## src/rtl/mmio_input_controller_if.sv

```systemverilog
// CPU load/store bus shared by the IO window: address, store data, strobes and the registered load return.
interface mmio_input_controller_if;
  logic [31:0] MemoryAdr;
  logic [31:0] MemoryData;
  logic        wen;
  logic        ren;
  logic [31:0] ReadData;
  logic        rvalid;

  modport master (output MemoryAdr, MemoryData, wen, ren, input ReadData, rvalid);
  modport slave  (input MemoryAdr, MemoryData, wen, ren, output ReadData, rvalid);
endinterface

```

## src/rtl/mmio_input_controller.sv

```systemverilog
// Memory-mapped input peripheral: synchronized/debounced switches and buttons, W1C press events, masked irq.
// Loads return one cycle after ren as a single rvalid pulse; no backpressure, ReadData is only held that cycle.
module mmio_input_controller #(
  parameter int          NSW        = 10,
  parameter int          NBTN       = 4,
  parameter int          DEB_CYCLES = 50000,
  parameter logic [31:0] BASE_ADR   = 32'h8000_0100
) (
  input  logic                   clk,
  input  logic                   rst_n,
  mmio_input_controller_if.slave bus,
  input  logic [NSW-1:0]         sw_in,
  input  logic [NBTN-1:0]        btn_in,
  output logic                   irq
);
  localparam int NIN = NSW + NBTN;
  localparam int CW  = $clog2(DEB_CYCLES + 1);
  localparam logic [CW-1:0] CNT_LAST = CW'(DEB_CYCLES - 1);

  typedef enum logic [1:0] {
    REG_SW    = 2'd0,
    REG_BTN   = 2'd1,
    REG_EVENT = 2'd2,
    REG_MASK  = 2'd3
  } reg_sel_e;

  logic [NIN-1:0]         sync1_q, sync1_d;
  logic [NIN-1:0]         sync2_q, sync2_d;
  logic [NIN-1:0]         deb_q, deb_d;
  logic [NIN-1:0][CW-1:0] cnt_q, cnt_d;
  logic [NBTN-1:0]        event_q, event_d;
  logic [NBTN-1:0]        mask_q, mask_d;
  logic                   irq_q, irq_d;
  logic                   rvalid_q, rvalid_d;
  logic [31:0]            rdata_q, rdata_d;

  logic                   hit;
  reg_sel_e               sel;
  logic [31:0]            reg_rd;
  logic [NBTN-1:0]        ev_clr;
  logic [NBTN-1:0]        btn_deb_q, btn_deb_d;
  logic                   unused_bits;

  assign unused_bits = ^{bus.MemoryAdr[1:0], bus.MemoryData};

  // Switches occupy the low bits of the shared sync/debounce vector, buttons the high bits.
  always_comb begin
    sync1_d = {btn_in, sw_in};
    sync2_d = sync1_q;
    deb_d   = deb_q;
    cnt_d   = cnt_q;
    for (int i = 0; i < NIN; i++) begin
      if (sync2_q[i] == deb_q[i]) begin
        cnt_d[i] = '0;
      end else if (cnt_q[i] == CNT_LAST) begin
        deb_d[i] = sync2_q[i];
        cnt_d[i] = '0;
      end else begin
        cnt_d[i] = cnt_q[i] + CW'(1);
      end
    end
  end

  assign btn_deb_q = deb_q[NIN-1:NSW];
  assign btn_deb_d = deb_d[NIN-1:NSW];

  always_comb begin
    hit    = (bus.MemoryAdr[31:4] == BASE_ADR[31:4]);
    sel    = reg_sel_e'(bus.MemoryAdr[3:2]);
    reg_rd = '0;
    case (sel)
      REG_SW:    reg_rd = 32'(deb_q[NSW-1:0]);
      REG_BTN:   reg_rd = 32'(btn_deb_q);
      REG_EVENT: reg_rd = 32'(event_q);
      default:   reg_rd = 32'(mask_q);
    endcase

    ev_clr = (bus.wen && hit && sel == REG_EVENT) ? bus.MemoryData[NBTN-1:0] : '0;
    // A rising debounced edge in the same cycle as a W1C store keeps the bit set.
    event_d = (event_q & ~ev_clr) | (btn_deb_d & ~btn_deb_q);
    mask_d  = (bus.wen && hit && sel == REG_MASK) ? bus.MemoryData[NBTN-1:0] : mask_q;
    irq_d   = |(event_q & mask_q);

    // Read value is taken from pre-edge state, so same-cycle writes/events show on the next load.
    rvalid_d = bus.ren && hit;
    rdata_d  = rvalid_d ? reg_rd : '0;
  end

  always_ff @(posedge clk) begin
    if (!rst_n) begin
      sync1_q  <= '0;
      sync2_q  <= '0;
      deb_q    <= '0;
      cnt_q    <= '0;
      event_q  <= '0;
      mask_q   <= '0;
      irq_q    <= 1'b0;
      rvalid_q <= 1'b0;
      rdata_q  <= '0;
    end else begin
      sync1_q  <= sync1_d;
      sync2_q  <= sync2_d;
      deb_q    <= deb_d;
      cnt_q    <= cnt_d;
      event_q  <= event_d;
      mask_q   <= mask_d;
      irq_q    <= irq_d;
      rvalid_q <= rvalid_d;
      rdata_q  <= rdata_d;
    end
  end

  assign bus.rvalid   = rvalid_q;
  assign bus.ReadData = rdata_q;
  assign irq          = irq_q;
endmodule

```

## src/flat_wrapper.sv

```systemverilog
// flat-port wrapper written by rule: the top's interface ports become plain ports
module mmio_input_controller_flat 
#(
  parameter int          NSW        = 10,
  parameter int          NBTN       = 4,
  parameter int          DEB_CYCLES = 50000,
  parameter logic [31:0] BASE_ADR   = 32'h8000_0100
)
  (clk, rst_n, sw_in, btn_in, irq, bus_MemoryAdr, bus_MemoryData, bus_wen, bus_ren, bus_ReadData, bus_rvalid);
  mmio_input_controller_if bus_i ();
  input  logic clk;
  input  logic rst_n;
  input  logic [NSW-1:0] sw_in;
  input  logic [NBTN-1:0] btn_in;
  output logic irq;
  input wire logic [$bits(bus_i.MemoryAdr)-1:0] bus_MemoryAdr;
  input wire logic [$bits(bus_i.MemoryData)-1:0] bus_MemoryData;
  input wire logic [$bits(bus_i.wen)-1:0] bus_wen;
  input wire logic [$bits(bus_i.ren)-1:0] bus_ren;
  output wire logic [$bits(bus_i.ReadData)-1:0] bus_ReadData;
  output wire logic [$bits(bus_i.rvalid)-1:0] bus_rvalid;
  assign bus_i.MemoryAdr = bus_MemoryAdr;
  assign bus_i.MemoryData = bus_MemoryData;
  assign bus_i.wen = bus_wen;
  assign bus_i.ren = bus_ren;
  assign bus_ReadData = bus_i.ReadData;
  assign bus_rvalid = bus_i.rvalid;
  mmio_input_controller #(.NSW(NSW), .NBTN(NBTN), .DEB_CYCLES(DEB_CYCLES), .BASE_ADR(BASE_ADR)) u_core (.clk(clk), .rst_n(rst_n), .bus(bus_i), .sw_in(sw_in), .btn_in(btn_in), .irq(irq));
endmodule
```

## config.mk

```make
export PLATFORM = sky130hd
export DESIGN_NAME = mmio_input_controller_flat
export DESIGN_NICKNAME = d
export VERILOG_FILES = /design/src/rtl/mmio_input_controller_if.sv /design/src/rtl/mmio_input_controller.sv /design/src/flat_wrapper.sv
export SDC_FILE = /design/constraint.sdc
export NUM_CORES = 1
export LEC_CHECK = 0
export BUFFER_PORTS_ARGS = -buffer_cell sky130_fd_sc_hd__buf_2
export CORE_MARGIN = 1
export CORE_UTILIZATION = 35
export CTS_CLUSTER_SIZE = 20
export DETAILED_ROUTE_END_ITERATION = 7
export MAX_ROUTING_LAYER = met4
export PLACE_DENSITY = 0.53
export SLEW_MARGIN = 0
export SYNTH_ARGS = -nofsm -noshare
export SYNTH_HDL_FRONTEND = slang
export SYNTH_SLANG_ARGS = --single-unit
```

## constraint.sdc

```tcl
create_clock -name clk -period 1.8 [get_ports clk]
set_input_delay 0.18 -clock clk [delete_from_list [all_inputs] [get_ports clk]]
set_output_delay 0.18 -clock clk [all_outputs]
set_load 0.02 [all_outputs]
```

==> metrics list <==
* Fillers: 3377
* Maximum fanout along the worst path: 6
* Gpl congestion: ~0.81
- Min Clock Period, post-route: ~1.9 ns
* Clk Latency, worst-skew pair: 0.56 ns
- Share of the yosys chip area belonging to registers: 0.4664
- Data arrival time of the critical path: approximately 2.4 ns
- Final period util: 1.079
* Post-synthesis sequential element count: 286
- The final layout contains routed wiring with a total length of 24680 µm.
- Number of max-capacitance violations reported: 0
- The area growth from synthesis to layout is 25.03%.
* Failing checks: negative setup slack
* Share of synthesized flip-flops with an asynchronous set or reset: 0
- TritonCTS buffer count: 31
- Initial standard-cell utilization of the core: 0.3554
- Power Density: around 900 mW/mm²
- For this run, design rule violations remaining after detail routing come to 0.
- Using the TritonRoute via totals, the vias-per-cell ratio works out to ~4.7.
- Area of the core region: 0.03454 mm²
- First DRT Iteration DRCs: 355
- Area contributors post-synth: dfxtp_1 (47%), xnor2_1 (11%), nor2_1 (8.2%)
- The number of different library cells used by synthesis comes to 51.
* Type of element launching the critical path: flip-flop
- Yosys mapped a number of flops with a built-in enable equal to 0.
- Slack of the critical path: -0.1416 ns
* Vias: between 9000 and 10000
* Mean instance size in the synthesized netlist: between 9 and 10 µm²
* Number of port buffers: 63
* Antenna violations before repair: 2
* Worst hold path type: in -> reg
* Number of top-level design ports: roughly 120
- Headroom to the max-slew limit came out at 0.6199.
- Library cell with the highest instance count after synthesis: dfxtp_1
- Final hold analysis gives a worst-case slack of 0.1561 ns.
- Max-slew violation total from the final report: 0
- Once placement finished, the instance area stood at ~0.014 mm².
* Leakage power of the design: around 5.2 nW
* Largest voltage drop on the vdd net: around 0.00074 V
- From bottom edge to top edge, the die measures between 150 and 200 µm.
* Area of the die: between 0.03 and 0.04 mm²
- Once layout is complete, the utilization of the core stands at 0.4443.
* Number of H-tree levels: 1
- The critical path is of the reg -> reg type.
- met2 is the most crowded layer.
- Total area of multi-input combinational cells: between 0.006 and 0.007 mm²
- Sequential cell area: roughly 0.0057 mm²
* Share of the synthesized area in the top cell type: 0.4664
- At the pin with the least slew margin, the transition time is roughly 0.57 ns.
- Final number of hold-violating endpoints: 0
- CTS clk-pin slew, worst paths: 0.06 ns
* Clock tree sinks: 286
* Met1 Track Usage GR: 0.1813
- Final ANT Viol Nets: 0
* Synth top cells by count: dfxtp_1 (286), nor2_1 (268), xnor2_1 (152), nand3_1 (76), nand2_1 (64)
- Die Span X: roughly 190 µm
* Setup crit end kind: flip-flop
- Final std cells w/o fill: 2025
- Remaining global-route overflow: 0
- Worst Skew: 0.01219 ns
- CTS root buf: clkbuf_16
- Setup violations remaining at the end of the flow were counted as 49.
* Number of placement rows: 68
- First-pass GRT wire length: just over 40000 µm
- After detailed routing, the average wire length per cell comes to between 10 and 15 µm.
- NumNets Final: about 1600
- Critical path required time: ~2.3 ns
* Share of final-layout standard cells stronger than drive strength 1: 0.1852
* Sum of net half-perimeters after detailed placement: ~17000 µm
- Overall power: roughly 13 mW
- Across every metal layer, demand over resource in global routing totals 0.1412.
* Count of synthesis-stage warnings from yosys: 0
- Setup repair after global routing could not meet its margin everywhere.
- Global routing met3 resource utilization: 0.02243
- Synth Cell Area: about 0.012 mm²
- Maximum number of pins on one net before global-route repair: 50
* Met2 Resource Use GR: 0.2281
- Number of standard cells after synthesis: 1355
- In this run the deepest clock path goes through 3 buffers.
* TritonCTS clock tree: built
- The via count of the first global-routing pass is 8824.
* Timing-limited maximum frequency: about 500 MHz
* Predominant post-synthesis flop cell: dfxtp_1
- The finished cells cover ~0.015 mm².
- Outcome: finished, violations left
* Number of optimization iterations in the first detailed-route pass: 6
* Cell type contributing the most total cell area after synthesis: dfxtp_1
- Including well taps, the total number of placed cells is a little under 2000.
-- cell families (layout without fill, tap and decap cells) --
group,count (synthesis),after routing,synth area share
compound gates,21,21,0.01376
other cells,1,26,0.0003055
xor+xnor,208,208,0.1484
simple gates,702,705,0.2926
flops,286,286,0.4664
fa+ha+maj,14,14,0.01427
buf+inv,103,290,0.04383
mux,20,20,0.02039
-- final timing paths --
path                                               startpoint                            end  slack, ns  cells after the start
worst max register to register    u_core.cnt_q[12]$_SDFF_PP0_    u_core.cnt_q[12]$_SDFF_PP0_      -0.14                      5
worst min register to register  u_core.sync1_q[10]$_SDFF_PN0_  u_core.sync2_q[10]$_SDFF_PN0_       0.43                      1
worst min-delay path                                  bus_wen   u_core.event_q[2]$_SDFF_PN0_       0.16                      5
worst max-delay path              u_core.cnt_q[12]$_SDFF_PP0_    u_core.cnt_q[12]$_SDFF_PP0_      -0.14                      5
-- sequential cells by signal, indices dropped and copies added, names as in the netlist --
name and cells:
u_core.sync1_q 14, u_core.mask_q 4, u_core.sync2_q 14, u_core.cnt_q 224
u_core.deb_q 14, u_core.event_q 4, u_core.bus.ReadData 10, u_core.irq 1
u_core.bus.rvalid 1
-- worst max-delay path: stages (launching register included) --
cell and delay (ns):
dfxtp_2 0.32, or4_1 0.51, or4_4 0.55, o211ai_4 0.23, buf_6 0.17, nor2_1 0.05
-- power breakdown --
group          leakage [nW]  switching [mW]  internal, mW
Combinational          2.36           0.190         0.141
Sequential             2.32          0.0209          6.37
Clock                 0.533            2.59          4.12
Total                  5.21            2.80          10.6
-- repair_timing --
action / CTS / global route
gates resized for setup: 7 / 63
hold buffers: 20 / 0
endpoints found under the setup margin: 87 / 99
setup buffers: 1 / 1
hold endpoints to repair: 26 / 0
cloned: 4 / 1
pin swaps: 2 / 47
-- layout make-up --
class | instances | share of cell area
multi-input combinational | 990 | 0.4149
sequential | 286 | 0.3740
timing repair buffer | 182 | 0.08943
clock buffer | 41 | 0.05690
tap | 455 | 0.03709
clock inverter | 17 | 0.01484
inverter | 50 | 0.01223
antenna | 4 | 0.0006522
-- layer usage --
metal | vias to the layer above | wire, µm
li1 | 4972 | -
met1 | 4321 | 11790
met2 | 148 | 11170
met3 | 43 | 1126
met4 | 0 | 596
met5 | - | 0
-- cell usage in the layout, fill, tap and decap left out, types with 7 or more instances in the layout --
cell,Yosys,layout
nor2_1,268,235
inv_1,50,50
buf_4,25,87
nand2_1,64,64
nor3_1,46,46
and4_1,7,7
nand4_1,62,62
nor2_4,0,12
dfxtp_2,0,12
clkbuf_16,0,31
or4_1,14,9
and3_1,17,17
xnor2_1,152,152
buf_2,5,63
nor2_2,0,21
ha_1,14,14
or4_4,2,7
conb_1,1,22
dfxtp_1,286,274
nand3_4,0,7
nor4bb_1,7,7
nor4_1,60,59
dlygate4sd3_1,0,20
and2_1,35,35
xor2_1,56,56
nand3_1,76,76
mux2i_1,16,16
-- metrics by stage --
step           setup slack (ns)  setup TNS (ns)
2_1_floorplan           -0.1207          -2.110
3_3_place_gp            -0.1027          -3.012
3_5_place_dp            -0.1348          -4.085
4_1_cts                 -0.1145          -3.239
5_1_grt                 -0.1704          -6.683
6_report                -0.1416          -4.076
Power figures use the tool's default switching activity.
